**src/rtl/decoder_pkg.sv**
```systemverilog
// Shared RV32I decode definitions: opcodes, ALUOp encodings and the control bundle.
package decoder_pkg;

  localparam logic [6:0] OP_R      = 7'b0110011;
  localparam logic [6:0] OP_IALU   = 7'b0010011;
  localparam logic [6:0] OP_LOAD   = 7'b0000011;
  localparam logic [6:0] OP_STORE  = 7'b0100011;
  localparam logic [6:0] OP_BRANCH = 7'b1100011;
  localparam logic [6:0] OP_JAL    = 7'b1101111;
  localparam logic [6:0] OP_JALR   = 7'b1100111;

  localparam logic [1:0] ALUOP_ADD    = 2'b00;
  localparam logic [1:0] ALUOP_BRANCH = 2'b01;
  localparam logic [1:0] ALUOP_R      = 2'b10;
  localparam logic [1:0] ALUOP_IALU   = 2'b11;

  typedef struct packed {
    logic       alu_src;
    logic       reg_write;
    logic       branch;
    logic       mem_read;
    logic       mem_write;
    logic       mem_to_reg;
    logic       jump;
    logic [1:0] alu_op;
    logic       illegal;
  } ctrl_t;

  // Only these classes actually read rs2; I-type immediates occupy that field.
  function automatic logic uses_rs2(input logic [6:0] op);
    return (op == OP_R) || (op == OP_STORE) || (op == OP_BRANCH);
  endfunction

endpackage

```
**src/rtl/decode_ctrl.sv**
```systemverilog
// Combinational opcode to control-bundle decoder.
module decode_ctrl
  import decoder_pkg::*;
(
  input  logic [6:0] opcode_i,
  output ctrl_t      ctrl_o
);

  always_comb begin
    ctrl_o = '0;
    unique case (opcode_i)
      OP_R: begin
        ctrl_o.reg_write = 1'b1;
        ctrl_o.alu_op    = ALUOP_R;
      end
      OP_IALU: begin
        ctrl_o.alu_src   = 1'b1;
        ctrl_o.reg_write = 1'b1;
        ctrl_o.alu_op    = ALUOP_IALU;
      end
      OP_LOAD: begin
        ctrl_o.alu_src    = 1'b1;
        ctrl_o.reg_write  = 1'b1;
        ctrl_o.mem_read   = 1'b1;
        ctrl_o.mem_to_reg = 1'b1;
        ctrl_o.alu_op     = ALUOP_ADD;
      end
      OP_STORE: begin
        ctrl_o.alu_src   = 1'b1;
        ctrl_o.mem_write = 1'b1;
        ctrl_o.alu_op    = ALUOP_ADD;
      end
      OP_BRANCH: begin
        ctrl_o.branch = 1'b1;
        ctrl_o.alu_op = ALUOP_BRANCH;
      end
      OP_JAL: begin
        ctrl_o.jump      = 1'b1;
        ctrl_o.reg_write = 1'b1;
        ctrl_o.alu_op    = ALUOP_ADD;
      end
      OP_JALR: begin
        ctrl_o.jump      = 1'b1;
        ctrl_o.alu_src   = 1'b1;
        ctrl_o.reg_write = 1'b1;
        ctrl_o.alu_op    = ALUOP_ADD;
      end
      default: ctrl_o.illegal = 1'b1;
    endcase
  end

endmodule

```
**src/rtl/id_decode_stage.sv**
```systemverilog
// Registered RV32I decode stage with ID/EX handshake and flush.
// LOAD_USE_STALL_EN enables load-use bubble insertion and the saturating bubble counter.
module id_decode_stage
  import decoder_pkg::*;
#(
  parameter int CNT_W  = 16,
  parameter int REG_AW = 5
) (
  input  logic              clk_i,
  input  logic              rst_i,
  input  logic [31:0]       instr_i,
  input  logic              instr_valid_i,
  output logic              instr_ready_o,
  input  logic              flush_i,
  input  logic              ex_ready_i,
  output logic              ctrl_valid_o,
  output logic              ALUSrc_o,
  output logic              RegWrite_o,
  output logic              Branch_o,
  output logic              MemRead_o,
  output logic              MemWrite_o,
  output logic              MemtoReg_o,
  output logic              Jump_o,
  output logic [1:0]        ALUOp_o,
  output logic [REG_AW-1:0] rs1_o,
  output logic [REG_AW-1:0] rs2_o,
  output logic [REG_AW-1:0] rd_o,
  output logic              illegal_o,
  output logic              load_use_stall_o,
  output logic [CNT_W-1:0]  stall_cnt_o
);

  ctrl_t             w_ctrl;
  logic [6:0]        w_opcode;
  logic [REG_AW-1:0] w_rs1, w_rs2, w_rd;
  logic              w_hazard, w_stall, w_accept;
  logic [9:0]        w_unused_funct;

  ctrl_t             r_ctrl;
  logic              r_valid;
  logic [REG_AW-1:0] r_rs1, r_rs2, r_rd;

  assign w_opcode       = instr_i[6:0];
  assign w_rd           = instr_i[7 +: REG_AW];
  assign w_rs1          = instr_i[15 +: REG_AW];
  assign w_rs2          = instr_i[20 +: REG_AW];
  assign w_unused_funct = {instr_i[31:25], instr_i[14:12]};

  decode_ctrl u_decode_ctrl (
    .opcode_i (w_opcode),
    .ctrl_o   (w_ctrl)
  );

`ifdef LOAD_USE_STALL_EN
  logic [CNT_W-1:0] r_stall_cnt;

  assign w_hazard = r_valid && r_ctrl.mem_read && (r_rd != '0) && instr_valid_i &&
                    ((r_rd == w_rs1) || ((r_rd == w_rs2) && uses_rs2(w_opcode)));

  always_ff @(posedge clk_i) begin
    if (rst_i)
      r_stall_cnt <= '0;
    else if (w_stall && (r_stall_cnt != '1))
      r_stall_cnt <= r_stall_cnt + CNT_W'(1);
  end

  assign stall_cnt_o = r_stall_cnt;
`else
  assign w_hazard    = 1'b0;
  assign stall_cnt_o = '0;
`endif

  assign w_stall          = w_hazard && ex_ready_i && !flush_i;
  assign load_use_stall_o = w_stall;
  assign instr_ready_o    = !flush_i && !w_hazard && (!r_valid || ex_ready_i);
  assign w_accept         = instr_valid_i && instr_ready_o;

  // Flush and bubble both issue an empty bundle; register fields are don't-care then.
  always_ff @(posedge clk_i) begin
    if (rst_i) begin
      r_valid <= 1'b0;
      r_ctrl  <= '0;
      r_rs1   <= '0;
      r_rs2   <= '0;
      r_rd    <= '0;
    end else if (flush_i || w_stall) begin
      r_valid <= 1'b0;
      r_ctrl  <= '0;
    end else if (w_accept) begin
      r_valid <= 1'b1;
      r_ctrl  <= w_ctrl;
      r_rs1   <= w_rs1;
      r_rs2   <= w_rs2;
      r_rd    <= w_rd;
    end else if (ex_ready_i) begin
      r_valid <= 1'b0;
    end
  end

  assign ctrl_valid_o = r_valid;
  assign ALUSrc_o     = r_ctrl.alu_src;
  assign RegWrite_o   = r_ctrl.reg_write;
  assign Branch_o     = r_ctrl.branch;
  assign MemRead_o    = r_ctrl.mem_read;
  assign MemWrite_o   = r_ctrl.mem_write;
  assign MemtoReg_o   = r_ctrl.mem_to_reg;
  assign Jump_o       = r_ctrl.jump;
  assign ALUOp_o      = r_ctrl.alu_op;
  assign illegal_o    = r_ctrl.illegal;
  assign rs1_o        = r_rs1;
  assign rs2_o        = r_rs2;
  assign rd_o         = r_rd;

endmodule

```
**config.mk**
```make
export PLATFORM = sky130hd
export DESIGN_NAME = id_decode_stage
export DESIGN_NICKNAME = d
export VERILOG_FILES = /design/src/rtl/decoder_pkg.sv /design/src/rtl/decode_ctrl.sv /design/src/rtl/id_decode_stage.sv
export SDC_FILE = /design/constraint.sdc
export NUM_CORES = 1
export LEC_CHECK = 0
export BUFFER_PORTS_ARGS = -buffer_cell sky130_fd_sc_hd__buf_2
export CAP_MARGIN = 20
export CORE_UTILIZATION = 39
export CTS_CLUSTER_DIAMETER = 50
export DETAILED_ROUTE_END_ITERATION = 6
export GPL_ROUTABILITY_DRIVEN = 0
export PLACE_DENSITY = 0.78
export REMOVE_ABC_BUFFERS = 1
export SLEW_MARGIN = 10
export SYNTH_ARGS = -nofsm -noshare
export SYNTH_HDL_FRONTEND = slang
export SYNTH_SLANG_ARGS = --single-unit
```
**constraint.sdc**
```tcl
create_clock -name clk_i -period 1.6 [get_ports clk_i]
set_input_delay 0.24 -clock clk_i [delete_from_list [all_inputs] [get_ports clk_i]]
set_output_delay 0.24 -clock clk_i [all_outputs]
set_load 0.1 [all_outputs]
```
==> results of run 1 <==
[flip-flops by register name, indices dropped and copies added (netlist names)]
signal        flops
illegal_o         1
RegWrite_o        1
Jump_o            1
rs1_o             5
ALUOp_o           2
Branch_o          1
ctrl_valid_o      1
MemWrite_o        1
MemtoReg_o        1
rs2_o             5
ALUSrc_o          1
rd_o              5
[logic make-up after synthesis]
logic type	count (synthesis)	synth area share
flops	25	0.454
compound gates	30	0.145
other cells	1	0.00340
buf+inv	25	0.146
simple gates	59	0.251
[worst paths after layout]
path,startpoint,endpoint
worst max-delay path,ctrl_valid_o,instr_ready_o
worst min-delay path,instr_i[11],rd_o[4]
worst max register to register,ctrl_valid_o,MemtoReg_o
worst min register to register,rs2_o[0],rs2_o[0]
[layout make-up]
type	count	area (um^2)
fill	289	1180
multi-input combinational	106	505
sequential	25	500
timing repair buffer	59	317
tap	30	37.5
clock buffer	4	26.3
[synth_stat cells]
master / n
and3b_1: 1
or4_1: 1
o21ai_0: 3
nor2_1: 7
or2_2: 1
clkbuf_1: 7
nand2b_4: 1
o21ai_1: 1
or3_1: 1
a21oi_1: 23
and4bb_1: 1
nand2b_1: 2
conb_1: 1
nand2_1: 37
a2bb2oi_1: 1
nand3_1: 1
and2_1: 1
nand3b_1: 1
and3_1: 1
a211oi_1: 1
nor2b_1: 2
a32oi_1: 1
or2_1: 1
buf_4: 18
dfxtp_1: 25
[per-stage QoR]
| stage | util | hold WS [ns] | power (W) |
|---|---|---|---|
| 6_report | 0.540 | 0.135 | 0.00143 |
| 3_5_place_dp | 0.525 | 0.444 | 0.00116 |
| 5_1_grt | 0.540 | 0.136 | 0.00148 |
| 3_3_place_gp | 0.525 | 0.441 | 0.00116 |
| 4_1_cts | 0.538 | 0.140 | 0.00143 |
| 2_1_floorplan | - | 0.309 | 0.00107 |
[power by group through the flow]
stage	logic (W)	registers, W	clock network, W
after floorplan	0.000239	0.000832	0
after global placement	0.000489	0.000669	0
after detailed placement	0.000492	0.000669	0
after CTS	0.000494	0.000655	0.000286
after global routing	0.000516	0.000658	0.000310
final	0.000495	0.000655	0.000278
[cell usage in the layout (no fill, tap or decap), types with 2 or more instances in the layout]
master	Yosys	layout
clkbuf_4	0	3
nand2b_1	2	2
buf_2	0	52
dfxtp_1	25	25
nor2_1	7	6
o21ai_0	3	3
buf_4	18	6
nand2_1	37	37
conb_1	1	17
a21oi_1	23	23
[per-layer routing]
metal	up-vias	GRT usage	wire, um
met5	-	0	0
met4	0	0.0250	19
met3	2	0.0656	199
li1	536	-	-
met1	470	0.185	1050
met2	58	0.267	1060
[timing repair]
action	4_1_cts	5_1_grt
hold buffers	0	0
pin swaps	0	0
gates resized for setup	2	2
setup endpoints to repair	2	1
[critical path: cells and delay by family (launching register included)]
| family | cells | cell delay (ns) |
|---|---|---|
| AND/OR/NAND/NOR | 2 | 0.29 |
| flip-flops | 1 | 0.33 |
| buffers and inverters | 2 | 0.38 |
==> flow_metrics.py, run 1 <==
metrics = {
    "clock_network": {
        "cts_max_path_buffers": 2,
        "cts.root.buffer_cell": "clkbuf_4",
        "h-tree-depth": 1,
        "cts_tree": "done",
        "clock_sink_count": 25,
        "clk_pin_slew_worst_setup_hold_paths_ns": 0.14,
        "tritoncts.num_buffers": 3,
        "cts_setup_buffers": 0,
        "worstSkewPairLatency_ns": 0.32,
    },
    "timing": {
        "fmax_mhz": 641,
        "clock-skew-final_ns": 0.0119,
        "slew_viol_final": 0,
        "setup_viol": 0,
        "finalWorstSetupSlack_ns": 0.0397,
        "fin_tns_setup_ns": 0,
        "timing.final.crit_share": 0.975,
        "min_period_ns": 1.56,
        "timing_hold_violations_final": 0,
    },
    "power": {
        "sw_frac": 0.428,
        "p_int_w": 0.000817,
        "vdd.ir_drop.worst_uv": 573,
        "netSwitchingPower_w": 0.000611,
        "comb_power_share": 0.347,
        "cellLeakagePower_nw": 0.683,
        "sequential_power_share": 0.458,
        "share_of_power_burned_in_the_clock_network": 0.195,
        "power_per_cell_area_nw_per_um2": 1030,
    },
    "die": {
        "io-pin-count": 81,
        "core_ar_um2": 2570,
        "placementRows": 18,
        "fp.dieH_um": 55.2,
        "fp.dieArea_um2": 3040,
        "initial_utilization": 0.429,
        "chip_width_um": 55.2,
    },
    "drt": {
        "drc_errors": 0,
        "drt_pre_antenna_iters": 4,
        "detail_route.iter0.violations": 21,
        "drt_wl_total_um": 2330,
        "vias_per_cell": 4.76,
        "detailroute.via_count": 1066,
        "route.antenna.remaining_nets": 0,
        "detail_route.wl_per_cell_um": 10.4,
    },
    "grt": {
        "globalRoute.totalOverflow": 0,
        "track_usage": 0.157,
        "grt_pass1_wl_um": 3410,
        "maximum_number_of_pins_on_one_net_before_global_route_repair": 18,
        "grt_antenna_before_repair": 0,
        "grt_pass1_vias": 826,
    },
    "min_path": {
        "worst_hold_path_type": "in -> reg",
        "worst_hold_path.num_cells": 3,
    },
    "setup_path": {
        "critical_path_arrival_ns": 1.32,
        "criticalPathCategory": "reg -> out",
        "regToRegSetupSlack_ns": 0.16,
        "worstPathMaxFanout": 3,
        "critical-path-slowest-cell": "dfxtp_1",
        "r2r_cells": 4,
        "crit_chain": "nor2b_2 > buf_4 > nor2_1 > buf_6",
        "critical-path-max-stage-delay_ns": 0.33,
        "timing.critical_path.to_type": "output port",
        "worst_ep_required_time_ns": 1.36,
        "critical_path.startpoint_type": "flip-flop",
    },
    "yosys": {
        "netlist_area_um2": 1100,
        "yosys_register_bits": 25,
        "ys.warnings.count": 0,
        "ys_seq_area_frac": 0.454,
        "post_synth_num_cell_types": 25,
        "synth.top_cells.by_area": "dfxtp_1 (45%), nand2_1 (13%), buf_4 (12%)",
        "synth_area_leader_cell": "dfxtp_1",
        "post-synth-top-area-fraction": 0.454,
        "avgSynthCellArea_um2": 7.87,
        "post_synth_inst_count": 140,
    },
    "finish": {
        "fraction_of_final_layout_cells_with_drive_strength_greater_than_1": 0.340,
        "nNetsFinal": 232,
        "layout-area-overhead-vs-synth_pct": 25.8,
        "layoutNonFillerInstCount": 224,
        "finish.instance_area_um2": 1390,
        "insertedDiodeCount": 0,
    },
    "place": {
        "numPlacedInstances": 220,
        "dpl_worst_slack_ns": -0.0138,
        "placedInstanceArea_um2": 1350,
        "dp_hpwl_um": 1800,
        "place.port_buffers": 53,
    },
    "flow_run": {
        "drv.max_cap_violation_count": 0,
    },
    "outcome": {
        "outcome": "completed",
    },
}
(Power assumes the default switching activity.)
==> run 2: changes to the inputs <==
--- a/config.mk
+++ b/config.mk
@@ -7,6 +7,7 @@
 export LEC_CHECK = 0
 export BUFFER_PORTS_ARGS = -buffer_cell sky130_fd_sc_hd__buf_2
 export CAP_MARGIN = 20
+export CORE_MARGIN = 2
 export CORE_UTILIZATION = 39
 export CTS_CLUSTER_DIAMETER = 50
 export DETAILED_ROUTE_END_ITERATION = 6
==> constraint.sdc (replaced) <==
create_clock -name clk_i -period 1.6 [get_ports clk_i]
set_input_delay 0.32 -clock clk_i [delete_from_list [all_inputs] [get_ports clk_i]]
set_output_delay 0.32 -clock clk_i [all_outputs]
set_load 0.1 [all_outputs]
==> run 2 against run 1 <==
Effect of this change:
- routed wire length hardly changed
- sequential cell count stayed put
- worst hold slack better by 0.086 ns
- clock power is 1% higher
- critical path type unchanged
- largest cell class unchanged
- largest power group unchanged
==> flow_metrics.py, run 2 (synthesized netlist as in run 1, its figures left out) <==
metrics = {
    "drt": {
        "detail_route.iter0.violations": 24,
        "vias_per_cell": 4.62,
        "drt_wl_total_um": 2330,
        "detail_route.wl_per_cell_um": 10.3,
        "drt_pre_antenna_iters": 4,
        "detailroute.via_count": 1045,
        "drc_errors": 0,
        "route.antenna.remaining_nets": 0,
    },
    "setup_path": {
        "timing.critical_path.from": "ctrl_valid_o",
        "criticalPathCategory": "reg -> out",
        "crit_chain": "nor2b_4 > buf_6 > nor2_4 > buf_12",
        "critical_path.startpoint_type": "flip-flop",
        "timing.critical_path.to_type": "output port",
        "critical-path-slowest-cell": "dfxtp_2",
        "critical-path-max-stage-delay_ns": 0.35,
        "worst_ep_required_time_ns": 1.28,
        "worst_r2r_startpoint": "ctrl_valid_o",
        "worstPathMaxFanout": 3,
        "critical_path_arrival_ns": 1.20,
    },
    "timing": {
        "rsz0062_at_grt": "no",
        "min_period_ns": 1.52,
        "timing_hold_violations_final": 0,
        "fmax_mhz": 657,
        "clock-skew-final_ns": 0.00887,
        "slew_viol_final": 0,
        "timing.final.crit_share": 0.951,
        "final.hold.worst_slack_ns": 0.222,
        "setup_viol": 0,
        "fin_tns_setup_ns": 0,
    },
    "clock_network": {
        "cts.root.buffer_cell": "clkbuf_4",
        "worstSkewPairLatency_ns": 0.31,
        "cts_tree": "done",
        "clk_pin_slew_worst_setup_hold_paths_ns": 0.14,
        "tritoncts.num_buffers": 3,
        "hold_buffers": 0,
        "h-tree-depth": 1,
        "cts_max_path_buffers": 2,
        "clock_sink_count": 25,
    },
    "finish": {
        "nNetsFinal": 233,
        "layoutNonFillerInstCount": 226,
        "layout-area-overhead-vs-synth_pct": 29.3,
        "final_cell_mix": "buf_2 (52), nand2_1 (37), dfxtp_1 (24)",
        "final_common_cell": "buf_2",
        "fraction_of_final_layout_cells_with_drive_strength_greater_than_1": 0.359,
        "num-fill-cells": 278,
        "insertedDiodeCount": 0,
    },
    "power": {
        "vdd.ir_drop.worst_uv": 588,
        "p_int_w": 0.000821,
        "power.total_w": 0.00144,
        "sw_frac": 0.430,
        "share_of_power_burned_in_the_clock_network": 0.196,
        "comb_power_share": 0.349,
        "netSwitchingPower_w": 0.000618,
        "cellLeakagePower_nw": 0.694,
        "sequential_power_share": 0.455,
        "power_per_cell_area_nw_per_um2": 1010,
    },
    "grt": {
        "grt_pass1_vias": 908,
        "maximum_number_of_pins_on_one_net_before_global_route_repair": 18,
        "grt_antenna_before_repair": 0,
        "grt_pass1_wl_um": 3820,
        "globalRoute.totalOverflow": 0,
        "track_usage": 0.147,
    },
    "die": {
        "fp.dieArea_um2": 3270,
        "io-pin-count": 81,
        "core_ar_um2": 2710,
        "fp.dieH_um": 57.2,
        "placementRows": 19,
        "chip_width_um": 57.2,
        "initial_utilization": 0.407,
    },
    "flow_run": {
        "drv.max_cap_violation_count": 0,
    },
    "min_path": {
        "worst_hold_path_type": "in -> reg",
        "hold_path_startpoint": "instr_i[22]",
    },
    "place": {
        "dp_hpwl_um": 1810,
        "numPlacedInstances": 222,
        "place.port_buffers": 53,
    },
    "outcome": {
        "outcome": "completed",
    },
}
==> run 2: worst max-delay path, delay by kind of cell, from the launching register on <==
kind / cells / cell delay (ns)
buffers and inverters: 2 / 0.30
DFF: 1 / 0.35
and+or+nand+nor: 2 / 0.25
==> run 2: final cells by class <==
| cell class | count | area, um^2 | share of cell area |
|---|---|---|---|
| multi-input combinational | 106 | 518 | 0.363 |
| sequential | 25 | 502 | 0.352 |
| timing repair buffer | 60 | 337 | 0.236 |
| tap | 31 | 38.8 | 0.0272 |
| clock buffer | 3 | 22.5 | 0.0158 |
| clock inverter | 1 | 7.51 | 0.00527 |
==> run 2: metal layers <==
metal / track usage / routed length (um) / up-vias
met4: 0.0532 / 17 / 0
met5: 0 / 0 / -
met1: 0.178 / 1060 / 475
li1: - / - / 533
met2: 0.255 / 1100 / 35
met3: 0.0340 / 149 / 2
==> run 2: path summary, 6_finish.rpt <==
kind / endpoint / slack [ns] / cells past startpoint
min reg2reg: Jump_o / 0.46 / 2
max: instr_ready_o / 0.08 / 4
max reg2reg: MemtoReg_o / 0.16 / 4
min: rs2_o[2] / 0.22 / 3
==> run 2: power groups by stage <==
stage / Sequential (W) / Combinational, W / Clock, W
floorplan: 0.000832 / 0.000239 / 0
global placement: 0.000669 / 0.000497 / 0
detailed placement: 0.000669 / 0.000499 / 0
CTS: 0.000656 / 0.000502 / 0.000291
global route: 0.000659 / 0.000523 / 0.000318
finish: 0.000656 / 0.000502 / 0.000282
==> run 2: through the flow <==
stage                util  setup WS, ns  cell area, um^2
floorplan               -        -0.925             1000
global placement    0.506       -0.0927             1370
detailed placement  0.506        -0.110             1370
CTS                 0.521        0.0100             1410
global route        0.526        0.0156             1430
finish              0.526        0.0786             1430
==> run 2: repair_timing <==
action / CTS / global route
pin swaps: 0 / 1
cloned: 0 / 0
setup buffers: 0 / 0
resized for setup: 3 / 4
setup endpoints to repair: 3 / 1
==> run 3: changes to the inputs <==
--- a/config.mk
+++ b/config.mk
@@ -7,12 +7,12 @@
 export LEC_CHECK = 0
 export BUFFER_PORTS_ARGS = -buffer_cell sky130_fd_sc_hd__buf_2
 export CAP_MARGIN = 20
-export CORE_MARGIN = 2
 export CORE_UTILIZATION = 39
 export CTS_CLUSTER_DIAMETER = 50
 export DETAILED_ROUTE_END_ITERATION = 6
 export GPL_ROUTABILITY_DRIVEN = 0
 export PLACE_DENSITY = 0.78
+export RECOVER_POWER = 25
 export REMOVE_ABC_BUFFERS = 1
 export SLEW_MARGIN = 10
 export SYNTH_ARGS = -nofsm -noshare
==> run 3 against run 2 <==
Effect of this change:
- global-route usage rose by 0.47 points
- die area fell by 6.9%
- sequential power barely moved
- setup slack improved by 0.0035 ns
- design area fell by 3.3%
- sequential share of layout area rose by 1.1 points
- critical path depth fell by 1
- maximum frequency rose by 0.23%
- final cell count fell by 1.8%
- first-iteration DRC count fell by 50%
- register-to-register slack got worse by 0.03 ns
- largest cell class unchanged
==> flow_metrics.py, run 3 (synthesized netlist as in run 1, its figures left out) <==
metrics = {
    "timing": {
        "min_period_ns": 1.52,
        "timing_hold_violations_final": 0,
        "clock-skew-final_ns": 0.00222,
        "finalWorstSetupSlack_ns": 0.0821,
        "slew_viol_final": 0,
        "fmax_mhz": 659,
        "worst_slew_margin_rel": 0.636,
        "rsz0062_at_grt": "no",
        "setup_viol": 0,
        "worst_pin_slew_ns": 0.548,
        "timing.final.crit_share": 0.949,
    },
    "drt": {
        "drt_wl_total_um": 2170,
        "detail_route.wl_per_cell_um": 9.78,
        "drc_errors": 0,
        "detailroute.via_count": 1046,
        "route.antenna.remaining_nets": 0,
        "vias_per_cell": 4.71,
        "detail_route.iter0.violations": 12,
        "drt_pre_antenna_iters": 4,
    },
    "clock_network": {
        "cts.root.buffer_cell": "clkbuf_4",
        "cts_tree": "done",
        "tritoncts.num_buffers": 3,
        "hold_buffers": 0,
        "h-tree-depth": 1,
        "clock_sink_count": 25,
        "cts_max_path_buffers": 2,
        "worstSkewPairLatency_ns": 0.30,
        "clk_pin_slew_worst_setup_hold_paths_ns": 0.12,
    },
    "min_path": {
        "hold_path_startpoint": "instr_i[15]",
        "worst_hold_path.num_cells": 3,
        "worstHoldEndpoint": "rs1_o[0]",
        "worst_hold_path_type": "in -> reg",
    },
    "finish": {
        "final_common_cell": "buf_2",
        "layout-area-overhead-vs-synth_pct": 25.0,
        "nNetsFinal": 230,
        "layoutNonFillerInstCount": 222,
        "insertedDiodeCount": 0,
        "final_cell_mix": "buf_2 (46), nand2_1 (37), dfxtp_1 (25)",
        "fraction_of_final_layout_cells_with_drive_strength_greater_than_1": 0.328,
    },
    "die": {
        "fp.dieH_um": 55.2,
        "placementRows": 18,
        "initial_utilization": 0.429,
        "io-pin-count": 81,
        "fp.dieArea_um2": 3040,
        "chip_width_um": 55.2,
        "core_ar_um2": 2570,
    },
    "setup_path": {
        "worst_ep_required_time_ns": 1.28,
        "critical_path.startpoint_type": "flip-flop",
        "timing.critical_path.from": "ctrl_valid_o",
        "r2r-end": "MemtoReg_o",
        "regToRegSetupSlack_ns": 0.13,
        "critical_path_arrival_ns": 1.20,
        "timing.critical_path.to_type": "output port",
        "worstPathMaxFanout": 4,
        "r2r_cells": 4,
        "criticalPathCategory": "reg -> out",
        "worst_r2r_startpoint": "ctrl_valid_o",
    },
    "power": {
        "cellLeakagePower_nw": 0.670,
        "power.total_w": 0.00141,
        "vdd.ir_drop.worst_uv": 611,
        "power_per_cell_area_nw_per_um2": 1020,
    },
    "place": {
        "place.port_buffers": 53,
        "dp_hpwl_um": 1700,
        "numPlacedInstances": 218,
        "dpl_worst_slack_ns": 0.0761,
    },
    "flow_run": {
        "drv.max_cap_violation_count": 0,
    },
    "grt": {
        "grt_pass1_wl_um": 3300,
        "grt_antenna_before_repair": 0,
        "track_usage": 0.152,
        "globalRoute.totalOverflow": 0,
        "grt_pass1_vias": 788,
        "maximum_number_of_pins_on_one_net_before_global_route_repair": 18,
    },
    "outcome": {
        "outcome": "completed",
    },
}
-- run 3: stage by stage --
stage	setup TNS [ns]	utilization	cell area, um^2	hold slack, ns
2_1_floorplan	-11.47	-	1000	0.389
3_3_place_gp	0	0.525	1350	0.441
3_5_place_dp	0	0.525	1350	0.443
4_1_cts	0	0.536	1380	0.231
5_1_grt	0	0.537	1380	0.219
6_report	0	0.537	1380	0.239
-- run 3: final cells by class --
type	instances	area [um^2]
flip-flops and latches	25	500
fillers	274	1190
multi-input cells	106	503
repair buffers	57	310
clock buffers	4	26.3
well taps	30	37.5
-- run 3: what timing repair did --
item                       CTS  global route
buffers inserted             0             0
setup endpoints to repair    0             1
resized for setup            0             1
-- run 3: routing by layer --
metal	track usage	part of all wire
met1	0.196	0.47
met2	0.249	0.45
met3	0.0328	0.081
met4	0.0500	0
met5	0	0
-- run 3: where the power goes --
group | leakage (nW) | internal [W] | switching (W)
logic | 0.452 | 0.0000735 | 0.000418
clock network | 0.0150 | 0.0000970 | 0.000163
registers | 0.204 | 0.000645 | 0.0000100
-- run 3: how the worst max path moves through the flow --
stage                    endpoint  slack, ns  cells past startpoint
global route        instr_ready_o       0.01                      3
global placement       MemtoReg_o        0.1                      5
CTS                 instr_ready_o     0.0007                      3
detailed placement     MemtoReg_o       0.08                      5
floorplan           instr_ready_o      -0.93                      2
finish              instr_ready_o       0.08                      3
-- run 3: worst max-delay path, stage by stage, from the launching register on --
cell     delay, ns
dfxtp_1       0.33
nor2b_2       0.18
nor2_1        0.18
buf_12        0.21
